===== src/rtl/usb_tx_wire_arbiter_n_if.sv =====
// Bundle of the requester lanes and the wire-side signals around the
// transmit wire arbiter. The master side is the requesters plus the wire
// buffer. The slave side is the arbiter itself.
interface usb_tx_wire_arbiter_n_if #(
    parameter int NUM_REQ = 2,
    parameter int BITS_W  = 2
);
    localparam int ID_W = (NUM_REQ > 1) ? $clog2(NUM_REQ) : 1;

    logic [NUM_REQ-1:0]        TxReq;
    logic [NUM_REQ-1:0]        TxGnt;
    logic [NUM_REQ*BITS_W-1:0] TxDataIn;
    logic [NUM_REQ-1:0]        TxCtrlIn;
    logic [NUM_REQ-1:0]        TxFSRateIn;
    logic [NUM_REQ-1:0]        TxWEnIn;
    logic                      USBWireRdyIn;
    logic [BITS_W-1:0]         TxBits;
    logic                      TxCtl;
    logic                      TxFSRate;
    logic                      USBWireWEn;
    logic                      USBWireRdyOut;
    logic [ID_W-1:0]           GntId;
    logic                      GntActive;
    logic                      HoldTimeout;

    modport master (
        output TxReq, TxDataIn, TxCtrlIn, TxFSRateIn, TxWEnIn, USBWireRdyIn,
        input  TxGnt, TxBits, TxCtl, TxFSRate, USBWireWEn, USBWireRdyOut,
               GntId, GntActive, HoldTimeout
    );

    modport slave (
        input  TxReq, TxDataIn, TxCtrlIn, TxFSRateIn, TxWEnIn, USBWireRdyIn,
        output TxGnt, TxBits, TxCtl, TxFSRate, USBWireWEn, USBWireRdyOut,
               GntId, GntActive, HoldTimeout
    );
endinterface


===== src/rtl/usb_tx_wire_arbiter_n.sv =====
// N-way arbiter and multiplexer for the USB transmit wire.
// The grant is registered. Priority is either fixed or round-robin.
// An optional watchdog revokes a grant that is held too long. After a
// revoke, the requester stays locked out until it drops its request.
module usb_tx_wire_arbiter_n #(
    parameter int NUM_REQ     = 2,
    parameter int BITS_W      = 2,
    parameter int ROUND_ROBIN = 0,
    parameter int MAX_HOLD    = 0
) (
    input  logic                     clk,
    input  logic                     rst,
    usb_tx_wire_arbiter_n_if.slave   bus
);
    localparam int ID_W  = (NUM_REQ > 1) ? $clog2(NUM_REQ) : 1;
    localparam int CNT_W = (MAX_HOLD > 1) ? $clog2(MAX_HOLD) : 1;
    localparam logic [CNT_W-1:0] HOLD_LAST = CNT_W'((MAX_HOLD > 0) ? MAX_HOLD - 1 : 0);

    typedef enum logic [1:0] {INIT, IDLE, GRANT} state_t;

    state_t             state, stateNext;
    logic [NUM_REQ-1:0] gnt, gntNext;
    logic [ID_W-1:0]    gntId, gntIdNext;
    logic [ID_W-1:0]    ptr, ptrNext;
    logic [CNT_W-1:0]   holdCnt, holdCntNext;
    logic [NUM_REQ-1:0] lockout, lockoutNext;
    logic               holdTimeout, holdTimeoutNext;

    logic [NUM_REQ-1:0] eligible;
    logic [ID_W-1:0]    winner;
    logic               found;
    logic               timeoutHit;
    logic [BITS_W-1:0]  lane [NUM_REQ];

    // Unpack the flat data bus into one lane per requester.
    generate
        for (genvar gi = 0; gi < NUM_REQ; gi++) begin : g_lane
            assign lane[gi] = bus.TxDataIn[gi*BITS_W +: BITS_W];
        end
    endgenerate

    assign eligible   = bus.TxReq & ~lockout;
    assign timeoutHit = (MAX_HOLD != 0) && (state == GRANT) &&
                        bus.TxReq[gntId] && (holdCnt == HOLD_LAST);

    // Winner search: lowest index, or the first index above the last grantee.
    always_comb begin
        winner = '0;
        found  = 1'b0;
        if (ROUND_ROBIN != 0) begin
            for (int k = 1; k <= NUM_REQ; k++) begin
                if (!found && eligible[(int'(ptr) + k) % NUM_REQ]) begin
                    winner = ID_W'((int'(ptr) + k) % NUM_REQ);
                    found  = 1'b1;
                end
            end
        end else begin
            for (int i = NUM_REQ - 1; i >= 0; i--) begin
                if (eligible[i]) begin
                    winner = ID_W'(i);
                end
            end
        end
    end

    // State register and arbitration bookkeeping.
    always_ff @(posedge clk) begin
        if (rst) begin
            state       <= INIT;
            gnt         <= '0;
            gntId       <= '0;
            ptr         <= ID_W'(NUM_REQ - 1);
            holdCnt     <= '0;
            lockout     <= '0;
            holdTimeout <= 1'b0;
        end else begin
            state       <= stateNext;
            gnt         <= gntNext;
            gntId       <= gntIdNext;
            ptr         <= ptrNext;
            holdCnt     <= holdCntNext;
            lockout     <= lockoutNext;
            holdTimeout <= holdTimeoutNext;
        end
    end

    // Next-state logic. IDLE always separates two grants.
    always_comb begin
        stateNext = state;
        case (state)
            INIT:    stateNext = IDLE;
            IDLE:    if (|eligible) stateNext = GRANT;
            GRANT:   if (!bus.TxReq[gntId] || timeoutHit) stateNext = IDLE;
            default: stateNext = INIT;
        endcase
    end

    // Next values for the grant, pointer, watchdog and lockout registers.
    always_comb begin
        gntNext         = gnt;
        gntIdNext       = gntId;
        ptrNext         = ptr;
        holdCntNext     = holdCnt;
        holdTimeoutNext = 1'b0;
        // A lockout is released as soon as its requester lets go.
        lockoutNext     = lockout & bus.TxReq;
        case (state)
            IDLE: begin
                if (|eligible) begin
                    gntNext         = '0;
                    gntNext[winner] = 1'b1;
                    gntIdNext       = winner;
                    ptrNext         = winner;
                    holdCntNext     = '0;
                end
            end
            GRANT: begin
                if (!bus.TxReq[gntId]) begin
                    gntNext = '0;
                end else if (timeoutHit) begin
                    gntNext            = '0;
                    holdTimeoutNext    = 1'b1;
                    lockoutNext[gntId] = 1'b1;
                end else if (holdCnt != HOLD_LAST) begin
                    holdCntNext = holdCnt + CNT_W'(1);
                end
            end
            default: ;
        endcase
    end

    // Wire-side mux. It keeps showing the last grantee's lane while idle.
    assign bus.TxBits        = lane[gntId];
    assign bus.TxCtl         = bus.TxCtrlIn[gntId];
    assign bus.TxFSRate      = bus.TxFSRateIn[gntId];
    assign bus.USBWireWEn    = bus.TxWEnIn[gntId] & (|gnt);
    assign bus.USBWireRdyOut = bus.USBWireRdyIn;
    assign bus.TxGnt         = gnt;
    assign bus.GntId         = gntId;
    assign bus.GntActive     = |gnt;
    assign bus.HoldTimeout   = holdTimeout;
endmodule


===== src/flat_wrapper.sv =====
// flat-port wrapper written by rule: the top's interface ports become plain ports
module usb_tx_wire_arbiter_n_flat 
#(
    parameter int NUM_REQ     = 2,
    parameter int BITS_W      = 2,
    parameter int ROUND_ROBIN = 0,
    parameter int MAX_HOLD    = 0
)
  (clk, rst, bus_TxReq, bus_TxDataIn, bus_TxCtrlIn, bus_TxFSRateIn, bus_TxWEnIn, bus_USBWireRdyIn, bus_TxGnt, bus_TxBits, bus_TxCtl, bus_TxFSRate, bus_USBWireWEn, bus_USBWireRdyOut, bus_GntId, bus_GntActive, bus_HoldTimeout);
  usb_tx_wire_arbiter_n_if #(.NUM_REQ(NUM_REQ), .BITS_W(BITS_W)) bus_i ();
  input  logic clk;
  input  logic rst;
  input wire logic [$bits(bus_i.TxReq)-1:0] bus_TxReq;
  input wire logic [$bits(bus_i.TxDataIn)-1:0] bus_TxDataIn;
  input wire logic [$bits(bus_i.TxCtrlIn)-1:0] bus_TxCtrlIn;
  input wire logic [$bits(bus_i.TxFSRateIn)-1:0] bus_TxFSRateIn;
  input wire logic [$bits(bus_i.TxWEnIn)-1:0] bus_TxWEnIn;
  input wire logic [$bits(bus_i.USBWireRdyIn)-1:0] bus_USBWireRdyIn;
  output wire logic [$bits(bus_i.TxGnt)-1:0] bus_TxGnt;
  output wire logic [$bits(bus_i.TxBits)-1:0] bus_TxBits;
  output wire logic [$bits(bus_i.TxCtl)-1:0] bus_TxCtl;
  output wire logic [$bits(bus_i.TxFSRate)-1:0] bus_TxFSRate;
  output wire logic [$bits(bus_i.USBWireWEn)-1:0] bus_USBWireWEn;
  output wire logic [$bits(bus_i.USBWireRdyOut)-1:0] bus_USBWireRdyOut;
  output wire logic [$bits(bus_i.GntId)-1:0] bus_GntId;
  output wire logic [$bits(bus_i.GntActive)-1:0] bus_GntActive;
  output wire logic [$bits(bus_i.HoldTimeout)-1:0] bus_HoldTimeout;
  assign bus_i.TxReq = bus_TxReq;
  assign bus_i.TxDataIn = bus_TxDataIn;
  assign bus_i.TxCtrlIn = bus_TxCtrlIn;
  assign bus_i.TxFSRateIn = bus_TxFSRateIn;
  assign bus_i.TxWEnIn = bus_TxWEnIn;
  assign bus_i.USBWireRdyIn = bus_USBWireRdyIn;
  assign bus_TxGnt = bus_i.TxGnt;
  assign bus_TxBits = bus_i.TxBits;
  assign bus_TxCtl = bus_i.TxCtl;
  assign bus_TxFSRate = bus_i.TxFSRate;
  assign bus_USBWireWEn = bus_i.USBWireWEn;
  assign bus_USBWireRdyOut = bus_i.USBWireRdyOut;
  assign bus_GntId = bus_i.GntId;
  assign bus_GntActive = bus_i.GntActive;
  assign bus_HoldTimeout = bus_i.HoldTimeout;
  usb_tx_wire_arbiter_n #(.NUM_REQ(NUM_REQ), .BITS_W(BITS_W), .ROUND_ROBIN(ROUND_ROBIN), .MAX_HOLD(MAX_HOLD)) u_core (.clk(clk), .rst(rst), .bus(bus_i));
endmodule

===== config.mk =====
export PLATFORM = sky130hd
export DESIGN_NAME = usb_tx_wire_arbiter_n_flat
export DESIGN_NICKNAME = d
export VERILOG_FILES = /design/src/rtl/usb_tx_wire_arbiter_n_if.sv /design/src/rtl/usb_tx_wire_arbiter_n.sv /design/src/flat_wrapper.sv
export SDC_FILE = /design/constraint.sdc
export NUM_CORES = 1
export LEC_CHECK = 0
export CORE_AREA = 3 3 40 42
export CTS_CLUSTER_DIAMETER = 100
export CTS_CLUSTER_SIZE = 20
export DETAILED_ROUTE_END_ITERATION = 7
export DIE_AREA = 0 0 43 45
export DONT_BUFFER_PORTS = 1
export PLACE_DENSITY_LB_ADDON = 0.08
export SKIP_CTS_REPAIR_TIMING = 1
export SYNTH_ARGS = -nofsm -noshare
export SYNTH_HDL_FRONTEND = slang
export SYNTH_SLANG_ARGS = --single-unit

===== constraint.sdc =====
create_clock -name clk -period 1.7 [get_ports clk]
set_input_delay 0.34 -clock clk [delete_from_list [all_inputs] [get_ports clk]]
set_output_delay 0.34 -clock clk [all_outputs]
set_load 0.01 [all_outputs]

# Word-level counts from Yosys, hierarchy flattened
# Index checks and enable logic that the tools add are counted.
[classes] order_cmp=4 reduce_logical=8 n_bitwise=5 n_mux=21 n_eq_ne=4
[ops] cell="2-to-1 mux 2 bit" n=7
[ops] cell="2-to-1 mux 1 bit" n=11
[ops] cell="one-hot mux 2 bit (3 select lines)" n=1
[ops] cell="AND 2 bit" n=2
[ops] cell="< comparator 1 x 2 -> 1 bit (second input constant)" n=2
[ops] cell="one-hot mux 2 bit (2 select lines)" n=1
[ops] cell="AND reduction 2 bit" n=2
[ops] cell="OR reduction 2 bit" n=2
[ops] cell="AND reduction 3 bit" n=1
[ops] cell="== test 2 x 1 -> 1 bit (second input constant)" n=1
[ops] cell="== test 2 bit (second input constant)" n=1
[ops] cell=">= comparator 2 bit (second input constant)" n=1
[ops] cell="zero test 2 bit" n=1
[ops] cell="inequality test 2 x 1 -> 1 bit (second input constant)" n=1
[ops] cell="inequality test 2 bit (second input constant)" n=1
[ops] cell="inverter 1 -> 2 bit" n=1
[ops] cell="inverter 2 bit" n=1
[ops] cell="nonzero test 2 bit" n=1
[ops] cell="AND 1 bit" n=1
[ops] cell="demux 1 bit (select 1 bit)" n=1
[ops] cell=">= comparator 1 bit (second input constant)" n=1
[ops] cell="logical AND 1 bit" n=1
[word_totals] ff_bits=7 wordCells=46 in_bits=15

# Depth between registers and ports, before layout
[logic_depth] word_depth=10 depth_mapped=6 ltp_nobuf=6

# Worst setup path after synthesis
# OpenSTA, ideal clock, no wires.
[synth_timing] path_type="register to register" startpoint="reg u_core.gntId (netlist: u_core.bus.GntId)" endpoint="reg u_core.gnt[1] (netlist: u_core.bus.TxGnt[1])" slack_ns=0.347 period_less_slack_ns=1.353 t_arrival_ns=1.238 required_ns=1.585 stages_incl_launch_ff=6 setup_ns=0.115 n_path_buf=1 path_cell_list="dfxtp_1 buf_6 mux2_4 a32oi_4 and2_4 o21ai_2"
[synth_between] elab_chain_len=4
[synth_rtl] item="start, declared" line="usb_tx_wire_arbiter_n.sv:23" text="logic [ID_W-1:0] gntId, gntIdNext;"
[synth_rtl] item="start signal, assigned" line="usb_tx_wire_arbiter_n.sv:79" text="gntId <= gntIdNext;"
[synth_rtl] item="2-to-1 mux 1 bit (implied by the code) (2 in a row)" line="usb_tx_wire_arbiter_n.sv:118" text="if (!bus.TxReq[gntId]) begin"
[synth_rtl] item="inequality test 2 bit (no source line)"
[synth_rtl] item="AND reduction 3 bit (no source line)"
[synth_rtl] item="end signal, assigned" line="usb_tx_wire_arbiter_n.sv:78" text="gnt <= gntNext;"
[synth_rtl] item="end, declared" line="usb_tx_wire_arbiter_n.sv:22" text="logic [NUM_REQ-1:0] gnt, gntNext;"
# No other way between the ends. The select of a mux whose other input is x is not followed.
# A chain may end at the register's enable or synchronous reset.

# Worst setup path after layout
[layout_timing] startpoint="reg u_core.gntId (netlist: u_core.bus.GntId)" endpoint="out bus_TxCtl"
[layout_between] elab_chain_len=2
[layout_rtl] item="2-to-1 mux 1 bit (implied by the code) (2 in a row)" line="usb_tx_wire_arbiter_n.sv:134" text="assign bus.TxCtl = bus.TxCtrlIn[gntId];"
[layout_rtl] item="end, declared" line="flat_wrapper.sv:21" text="output wire logic [$bits(bus_i.TxCtl)-1:0] bus_TxCtl;"
# No other way between the ends. The select of a mux whose other input is x is not followed.

==> out/summary.txt <==
Outcome -> complete, no violations
Starting density of the core -> 0.382
Finished Layout Cells -> 70
CTS tree -> built
Pwr dens -> 1420 nW/µm²
Synthesized Nets -> 73
Most instantiated library cell after synthesis -> dfxtp_1
CP required -> 1.36 ns
I/O pins -> 26
Vias in the first global route -> 329
Final Power -> 0.729 mW
Total grt overflow -> 0
FP Rows -> 13
Seq/Total Area, Yosys -> 0.286
Critical path fanouts, max -> 6
Finished Core Util -> 0.399
Fraction of registers with async set/reset -> 0
CP Depth -> 2
Post-synth top cells -> 7 x dfxtp_1, 6 x nor2_1
CP peak stage delay -> 0.38 ns
Hold path depth -> 1
Routed length per instance -> 13.3 µm
Placer congestion estimate -> 0.700
Slew Viols, Final -> 0
Post-synth EDFFs -> 0
Share of layout cells above drive strength 1 -> 0.255
Leading post-synthesis cells by cell area -> dfxtp_1 29%, ha_1 10%, mux2_2 9.2%, a32oi_4 5.6%, nand2b_1 5.1%
# port buffers -> 0
Total routed wirelength -> 930 µm
Period minus WS final -> 1.52 ns
Prevailing post-synth register cell -> dfxtp_1
Synth Register Bits -> 7
Fin crit share -> 0.894
Die footprint -> 1940 µm²
N_diodes -> 0
RSZ-0062 raised after global routing -> false
DRT iter0 DRCs -> 6
Hold Vio Cnt, Final -> 0
Buffers & Inverters on Critical Path -> 1
Pin count of the biggest net entering global routing -> 10
DP Cell Count -> 66
DR vias/cell -> 5.17
Kind of critical path -> flip-flop to primary output
Final WS setup -> 0.180 ns
Fmax -> 0.658 GHz
DP Area -> 487 µm²
Min-Delay Path Class -> input pin to flip-flop
Synth Area per Inst -> 9.08 µm²
R2R depth -> 5
NumNets Final -> 75
Clk slew on worst S/H paths -> 0.06 ns
Delay-heaviest family, CP -> multiplexers
# clock sinks -> 7
Ys Warns -> 0
Maximum vdd drop -> 0.000532 V
CP endpoint kind -> primary output
Die width -> 43 µm
Clock buffer count from CTS -> 3
Final hold slack -> 0.157 ns
Clk root buf -> clkbuf_4
Crit path max-delay cell type -> mux2_2
First-pass GRT wire length -> 1400 µm
Core area -> 1280 µm²
DRT Pass-1 Iters -> 2
Routed Antenna Nets -> 0
Leak -> 0.205 nW
Count of cell types in the netlist -> 25
Hpwl dp -> 774 µm
Design area -> 513 µm²
Yosys top cell by area -> dfxtp_1
H-tree Lvls -> 1
Dpl ws -> 0.387 ns
Cell count after synthesis -> 54
Critical path startpoint category -> flip-flop
Clock Path Buffers -> 2
Data arrival, critical path -> 1.18 ns
Total global-route track usage -> 0.100
Clk_lat worst skew -> 0.25 ns
Synth Cell Area -> 490 µm²
Via Count -> 362
Max-cap viol count -> 0
Fillers -> 132
Die height -> 45 µm
Skew final -> 0.00563 ns
Area share of the largest cell type after synthesis -> 0.286
Initial antenna violation count -> 0
Final setup viols -> 0
Layout area overhead -> 4.59%
Setup TNS Final -> 0 ns
Post-route DRC violation count -> 0
CP cell instances -> buf_4 > mux2_2
cell families after synthesis:
kind of cell	synth area share
adders and majority gates	0.102
muxes	0.143
AOI/OAI and AO/OA	0.156
and+or+nand+nor	0.214
buffers and inverters	0.0918
DFF	0.286
other	0.00765
cell type report:
type / count / area [µm²] / area share
timing repair buffer: 1 / 7.51 / 0.0146
sequential: 7 / 140 / 0.273
clock buffer: 4 / 26.3 / 0.0512
tap: 15 / 18.8 / 0.0366
multi-input combinational: 39 / 305 / 0.595
inverter: 4 / 15.0 / 0.0293
cell usage in the layout (no fill, tap or decap):
cell type and n:
o21ai_2 2, and2_4 1, inv_1 4, nand2_1 4, o21ai_0 1, nor3_1 1, a21oi_1 2, nand3_1 1
conb_1 1, clkbuf_1 1, a311oi_1 1, nor3b_1 1, mux2_4 1, o31ai_1 1, mux2i_1 1, nor3_2 1
nor2_1 6, a32oi_4 1, buf_4 1, ha_1 4, nand2b_1 4, nor2b_1 1, clkbuf_4 3, mux2_2 4
dfxtp_1 7
metal layers:
metal  vias to the layer above  track usage  routed length [µm]
met3                         2       0.0438                  50
li1                        178            -                   -
met2                         5        0.150                 490
met4                         0       0.0542                   6
met5                         -            0                   0
met1                       177        0.121                 384
worst paths after layout:
check / start / end / slack [ns]
setup / recovery: u_core.bus.GntId$_SDFFE_PP0P_ / bus_TxCtl / 0.18
hold / removal: rst / u_core.lockout[0]$_SDFF_PP0_ / 0.16
setup reg to reg: u_core.state[1]$_SDFFE_PP0P_ / u_core.bus.TxGnt[1]$_SDFFE_PP0P_ / 0.37
hold reg to reg: u_core.lockout[0]$_SDFF_PP0_ / u_core.lockout[0]$_SDFF_PP0_ / 0.45
sequential cells by signal, summed over array words and instances (netlist names):
signal and flops:
u_core.bus.GntId 1, u_core.bus.TxGnt 2, u_core.lockout 2, u_core.state 2
where the power goes:
group | internal, mW | switching [mW]
clock network | 0.0896 | 0.0615
logic | 0.151 | 0.186
registers | 0.202 | 0.0392
total | 0.443 | 0.287
Note: power is estimated with default switching activity, not from simulation.
